$ cat src/rtl/chua_stream_decryptor.sv
// Chua chaotic stream decryptor: loads three seeds from a frame header, then
// XORs each payload word with x[N:0] while stepping a fixed-point Chua
// iteration, one step per accepted payload word.
module chua_stream_decryptor #(
    parameter int unsigned N = 31
) (
    input  logic       clk,
    input  logic       rst,
    input  logic       s_valid,
    output logic       s_ready,
    input  logic [N:0] s_data,
    input  logic       s_last,
    output logic       m_valid,
    input  logic       m_ready,
    output logic [N:0] m_data,
    output logic       m_last,
    output logic       locked,
    output logic       frame_done,
    output logic       frm_err
);

    localparam int unsigned XW = N + 4;
    localparam int unsigned YW = N + 2;

    typedef enum logic [1:0] {StHdrX, StHdrY, StHdrZ, StPayload} state_e;

    state_e        state_q, state_d;
    logic [XW-1:0] x_q, x_d, z_q, z_d;
    logic [YW-1:0] y_q, y_d;
    logic          m_valid_q, m_valid_d;
    logic [N:0]    m_data_q, m_data_d;
    logic          m_last_q, m_last_d;
    logic          frame_done_q, frame_done_d;
    logic          frm_err_q, frm_err_d;
    logic          accept;

    logic [XW-1:0] y_ext, diff, y_sum, m_val, a_val, b_val, x_next, z_next;
    logic [YW-1:0] y_next;
    logic          s_flag;

    // One Chua iteration from the current (pre-update) state.
    always_comb begin
        y_ext  = {2'b00, y_q};
        s_flag = (x_q[N+2:N] != 3'b000) && (x_q[N+2:N] != 3'b111);
        diff   = x_q + z_q - y_ext;
        y_sum  = (diff >> 4) + y_ext;
        y_next = y_sum[YW-1:0];
        z_next = z_q - y_ext;
        m_val  = s_flag ? (x_q >> 2) : (x_q >> 3);
        a_val  = m_val + (s_flag ? XW'(3) : '0);
        b_val  = s_flag ? (y_ext + a_val) : (y_ext - a_val);
        x_next = x_q + (b_val >> 1);
    end

    // Frame FSM next state, seed load, state advance and output slot.
    always_comb begin
        state_d      = state_q;
        x_d          = x_q;
        y_d          = y_q;
        z_d          = z_q;
        m_valid_d    = m_valid_q;
        m_data_d     = m_data_q;
        m_last_d     = m_last_q;
        frame_done_d = 1'b0;
        frm_err_d    = 1'b0;

        // Header words never touch the output slot, so a pending word may drain.
        s_ready = (state_q == StPayload) ? (!m_valid_q || m_ready) : 1'b1;
        accept  = s_valid && s_ready;

        if (m_valid_q && m_ready) begin
            m_valid_d = 1'b0;
        end

        if (accept) begin
            unique case (state_q)
                StHdrX: begin
                    x_d     = {3'b000, s_data};
                    state_d = StHdrY;
                end
                StHdrY: begin
                    y_d     = {1'b0, s_data};
                    state_d = StHdrZ;
                end
                StHdrZ: begin
                    z_d     = {3'b000, s_data};
                    state_d = StPayload;
                end
                StPayload: begin
                    m_valid_d = 1'b1;
                    m_data_d  = s_data ^ x_q[N:0];
                    m_last_d  = s_last;
                    x_d       = x_next;
                    y_d       = y_next;
                    z_d       = z_next;
                    if (s_last) begin
                        state_d      = StHdrX;
                        frame_done_d = 1'b1;
                    end
                end
                default: state_d = StHdrX;
            endcase

            // A truncated header aborts the frame and drops any partial seeds.
            if (s_last && (state_q != StPayload)) begin
                state_d   = StHdrX;
                frm_err_d = 1'b1;
                x_d       = '0;
                y_d       = '0;
                z_d       = '0;
            end
        end
    end

    // State, chaotic registers and output slot with synchronous reset.
    always_ff @(posedge clk) begin
        if (rst) begin
            state_q      <= StHdrX;
            x_q          <= '0;
            y_q          <= '0;
            z_q          <= '0;
            m_valid_q    <= 1'b0;
            m_data_q     <= '0;
            m_last_q     <= 1'b0;
            frame_done_q <= 1'b0;
            frm_err_q    <= 1'b0;
        end else begin
            state_q      <= state_d;
            x_q          <= x_d;
            y_q          <= y_d;
            z_q          <= z_d;
            m_valid_q    <= m_valid_d;
            m_data_q     <= m_data_d;
            m_last_q     <= m_last_d;
            frame_done_q <= frame_done_d;
            frm_err_q    <= frm_err_d;
        end
    end

    assign m_valid    = m_valid_q;
    assign m_data     = m_data_q;
    assign m_last     = m_last_q;
    assign frame_done = frame_done_q;
    assign frm_err    = frm_err_q;
    assign locked     = (state_q == StPayload);

endmodule

$ cat config.mk
export PLATFORM = sky130hd
export DESIGN_NAME = chua_stream_decryptor
export DESIGN_NICKNAME = d
export VERILOG_FILES = /design/src/rtl/chua_stream_decryptor.sv
export SDC_FILE = /design/constraint.sdc
export NUM_CORES = 1
export LEC_CHECK = 0
export ABC_AREA = 1
export BUFFER_PORTS_ARGS = -buffer_cell sky130_fd_sc_hd__buf_2
export CAP_MARGIN = 10
export CORE_ASPECT_RATIO = 0.6
export CORE_MARGIN = 2
export CORE_UTILIZATION = 40
export DETAILED_ROUTE_END_ITERATION = 12
export PLACE_DENSITY = 0.55
export SKIP_LAST_GASP = 1
export SLEW_MARGIN = 25
export SYNTH_ARGS = -nofsm -noshare
export SYNTH_HDL_FRONTEND = slang
export SYNTH_SLANG_ARGS = --single-unit
$ cat constraint.sdc
create_clock -name clk -period 7.9 [get_ports clk]
set_input_delay 1.58 -clock clk [delete_from_list [all_inputs] [get_ports clk]]
set_output_delay 1.58 -clock clk [all_outputs]
set_load 0.01 [all_outputs]
==> summary.txt <==
Outcome
  • Status: finished clean

CTS
  • Clock Tree Buf Depth: 2
  • Clk sinks: 141
  • H-tree depth: 4
  • CTS tree: done
  • Clk_lat worst skew: 0.46 ns
  • CTS Buf Count: 17
  • Clk slew on worst S/H paths: 0.06 ns
  • Root Driver: clkbuf_16

Logic synthesis
  • Top_reg_cell synth: dfxtp_1
  • Synth top cells by count: 812 x nand2_1, 404 x inv_1, 360 x a21oi_1
  • Syn Nets: 3380
  • Post-Syn Area: 0.0188 mm²
  • Yosys top cell area share: 0.162
  • Mapped Cells: 3134
  • FFs w/ async S/R, synth: 0
  • FF+latch count, synth: 141
  • Most common cell in the synthesized netlist: nand2_1
  • Area contributors post-synth: nand2_1 16%, dfxtp_1 15%, ha_1 12%
  • YS warnings: 0
  • Sequential area share after synthesis: 0.150
  • Synth unique cells: 45
  • Number of flops mapped to enable cells by yosys: 0
  • Cell taking the most area after synthesis: nand2_1
  • Mean Syn Cell Area: 6.00 µm²

Critical path
  • CP required: 8.28 ns
  • Largest stage delay, worst path: 0.47 ns
  • Slowest CP cell: dfxtp_1
  • Reg-to-reg startpoint: x_q[32]
  • Reg2Reg Depth: 36
  • Critical Path Most Common Cell: nand2_1
  • Worst Path Arrival: 8.02 ns
  • Setup crit end kind: register
  • Startpoint type of the worst setup path: register
  • Max Fanout on Critical Path: 21
  • Reg2reg end: x_q[28]
  • Flop2flop setup slack: 0.26 ns
  • Worst setup path class: reg -> reg

Placement
  • RD Place Congestion: 1.05
  • PortBufs: 74
  • Cells after DPL: 3807
  • Placed cell area: 0.0200 mm²
  • Hpwl dp: 71000 µm

Flow run
  • Max_cap viols: 0

Power
  • Peak supply drop: 157 µV
  • Pwr Density: 249 mW/mm²
  • Leak pwr: 10.0 nW
  • Final Power: 5.12 mW

Route
  • DR pass1 iterations: 6
  • Final WL: 85400 µm
  • Residual DRC: 0
  • Wire length per cell: 22.2 µm
  • Post-route ant nets: 0
  • Via count: 21934
  • Via density: 5.71
  • DR iter-0 viols: 2636

Floorplan
  • IO Count: 75
  • Initial Util: 0.406
  • Site row count: 61
  • Chip width: 284 µm
  • CORE AREA: 0.0463 mm²
  • Die Y-Extent: 172 µm
  • Die area: 0.0488 mm²

Timing
  • Minimum clock period: 7.64 ns
  • Fmax: 131 MHz
  • Relative slew slack: 0.277
  • Slew Viols, Final: 0
  • Slew @ Worst Pin: 1.07 ns
  • RSZ-0062 raised after global routing: false
  • Setup tns final: 0 ns
  • Layout Skew: 0.0112 ns
  • Final setup fails: 0
  • Final worst-path cycle share: 0.967
  • Hold Vio Cnt, Final: 0

GRT
  • All-Layer GR Usage: 0.343
  • Grt total ovfl: 0
  • Pin count of the biggest net entering global routing: 61
  • Vias in the first global route: 19230
  • Initial antenna violation count: 1
  • First-pass GRT wire length: 124000 µm

Hold path
  • Hold_sp: z_q[0]
  • Hold Path End: z_q[0]
  • HP Class: reg -> reg
  • Hold path cells: 2

Cells and area
  • Fin cells: 3841
  • Post-route design area: 0.0206 mm²
  • Post-layout util: 0.444
  • Fraction of layout cells with a size suffix above 1: 0.0760
  • Synth-to-Final Area Change: 9.51%
  • Final #Nets: 3443
[worst max-delay path by stage]
stage	slack, ns	depth (start not counted)	startpoint	end
floorplan	2.31	44	x_q[31]	x_q[34]
global placement	-0.01	35	x_q[31]	x_q[28]
detailed placement	0.06	36	x_q[31]	x_q[28]
CTS	0.18	34	x_q[31]	x_q[28]
global route	0.004	36	x_q[32]	x_q[28]
finish	0.26	36	x_q[32]	x_q[28]
[kinds of logic after synthesis]
logic type,after synthesis,share of synthesized area
simple gates,1477,0.333
compound gates,684,0.201
buf+inv,492,0.102
fa+ha+maj,209,0.153
flops,141,0.150
xor+xnor,131,0.0610
[report_power, final]
| part | switching [mW] | internal [mW] | leakage, nW |
|---|---|---|---|
| Clock | 0.368 | 0.462 | 0.266 |
| Sequential | 0.0581 | 0.744 | 1.15 |
| Combinational | 2.38 | 1.11 | 8.59 |
| Total | 2.81 | 2.31 | 10.0 |
[layout by cell type, fill, tap and decap left out, types with 21 or more instances in the layout]
cell type and n:
xor2_1 88, ha_1 172, a21oi_1 357, nor2_1 279, inv_1 403, nand2_1 812
buf_4 47, fa_1 36, o211ai_1 31, a31oi_1 21, nor3_1 22, dfxtp_1 140
buf_2 73, nand3_1 228, nand4_1 35, nor2_2 23, xnor2_1 43, o21ai_0 175
or2_2 24
[sequential cells by signal (all words and copies together), names as in the netlist]
register / count
x_q: 35
frm_err: 1
m_last: 1
m_data: 32
frame_done: 1
m_valid: 1
z_q: 35
state_q: 2
y_q: 33
[critical path, delay by kind of cell, from the launching register on]
kind / cells / cell delay [ns]
adders and majority gates: 2 / 0.72
and+or+nand+nor: 21 / 4.01
DFF: 1 / 0.47
xor gates and xnor gates: 2 / 0.40
buffers and inverters: 5 / 0.78
AOI/OAI and AO/OA: 6 / 1.16
[through the flow]
step	setup slack [ns]	hold WS [ns]
2_1_floorplan	2.31	0.435
3_3_place_gp	-0.0128	0.445
3_5_place_dp	0.0584	0.453
4_1_cts	0.183	0.464
5_1_grt	0.00429	0.481
6_report	0.264	0.459
[metal layers]
metal / GRT usage / vias up / routed length (µm)
met5: 0 / - / 0
met4: 0.0853 / 0 / 2010
met3: 0.112 / 91 / 10400
met2: 0.451 / 1107 / 30700
met1: 0.521 / 10244 / 42300
li1: - / 10492 / -
[cell type report]
type,instances,area (µm²)
multi-input combinational,2501,14100
sequential,141,2820
fill,5094,25700
clock buffer,20,437
inverter,414,1550
timing repair buffer,122,744
antenna,2,5.00
tap,630,788
clock inverter,11,120
[timing repair]
| item | 4_1_cts | 5_1_grt |
|---|---|---|
| buffers inserted | 0 | 1 |
| endpoints found under the hold margin | 0 | 0 |
| gates resized for setup | 1 | 10 |
| pin swaps | 0 | 2 |
| endpoints found under the setup margin | 1 | 9 |
| hold buffers | 0 | 0 |
(Power assumes the default switching activity.)
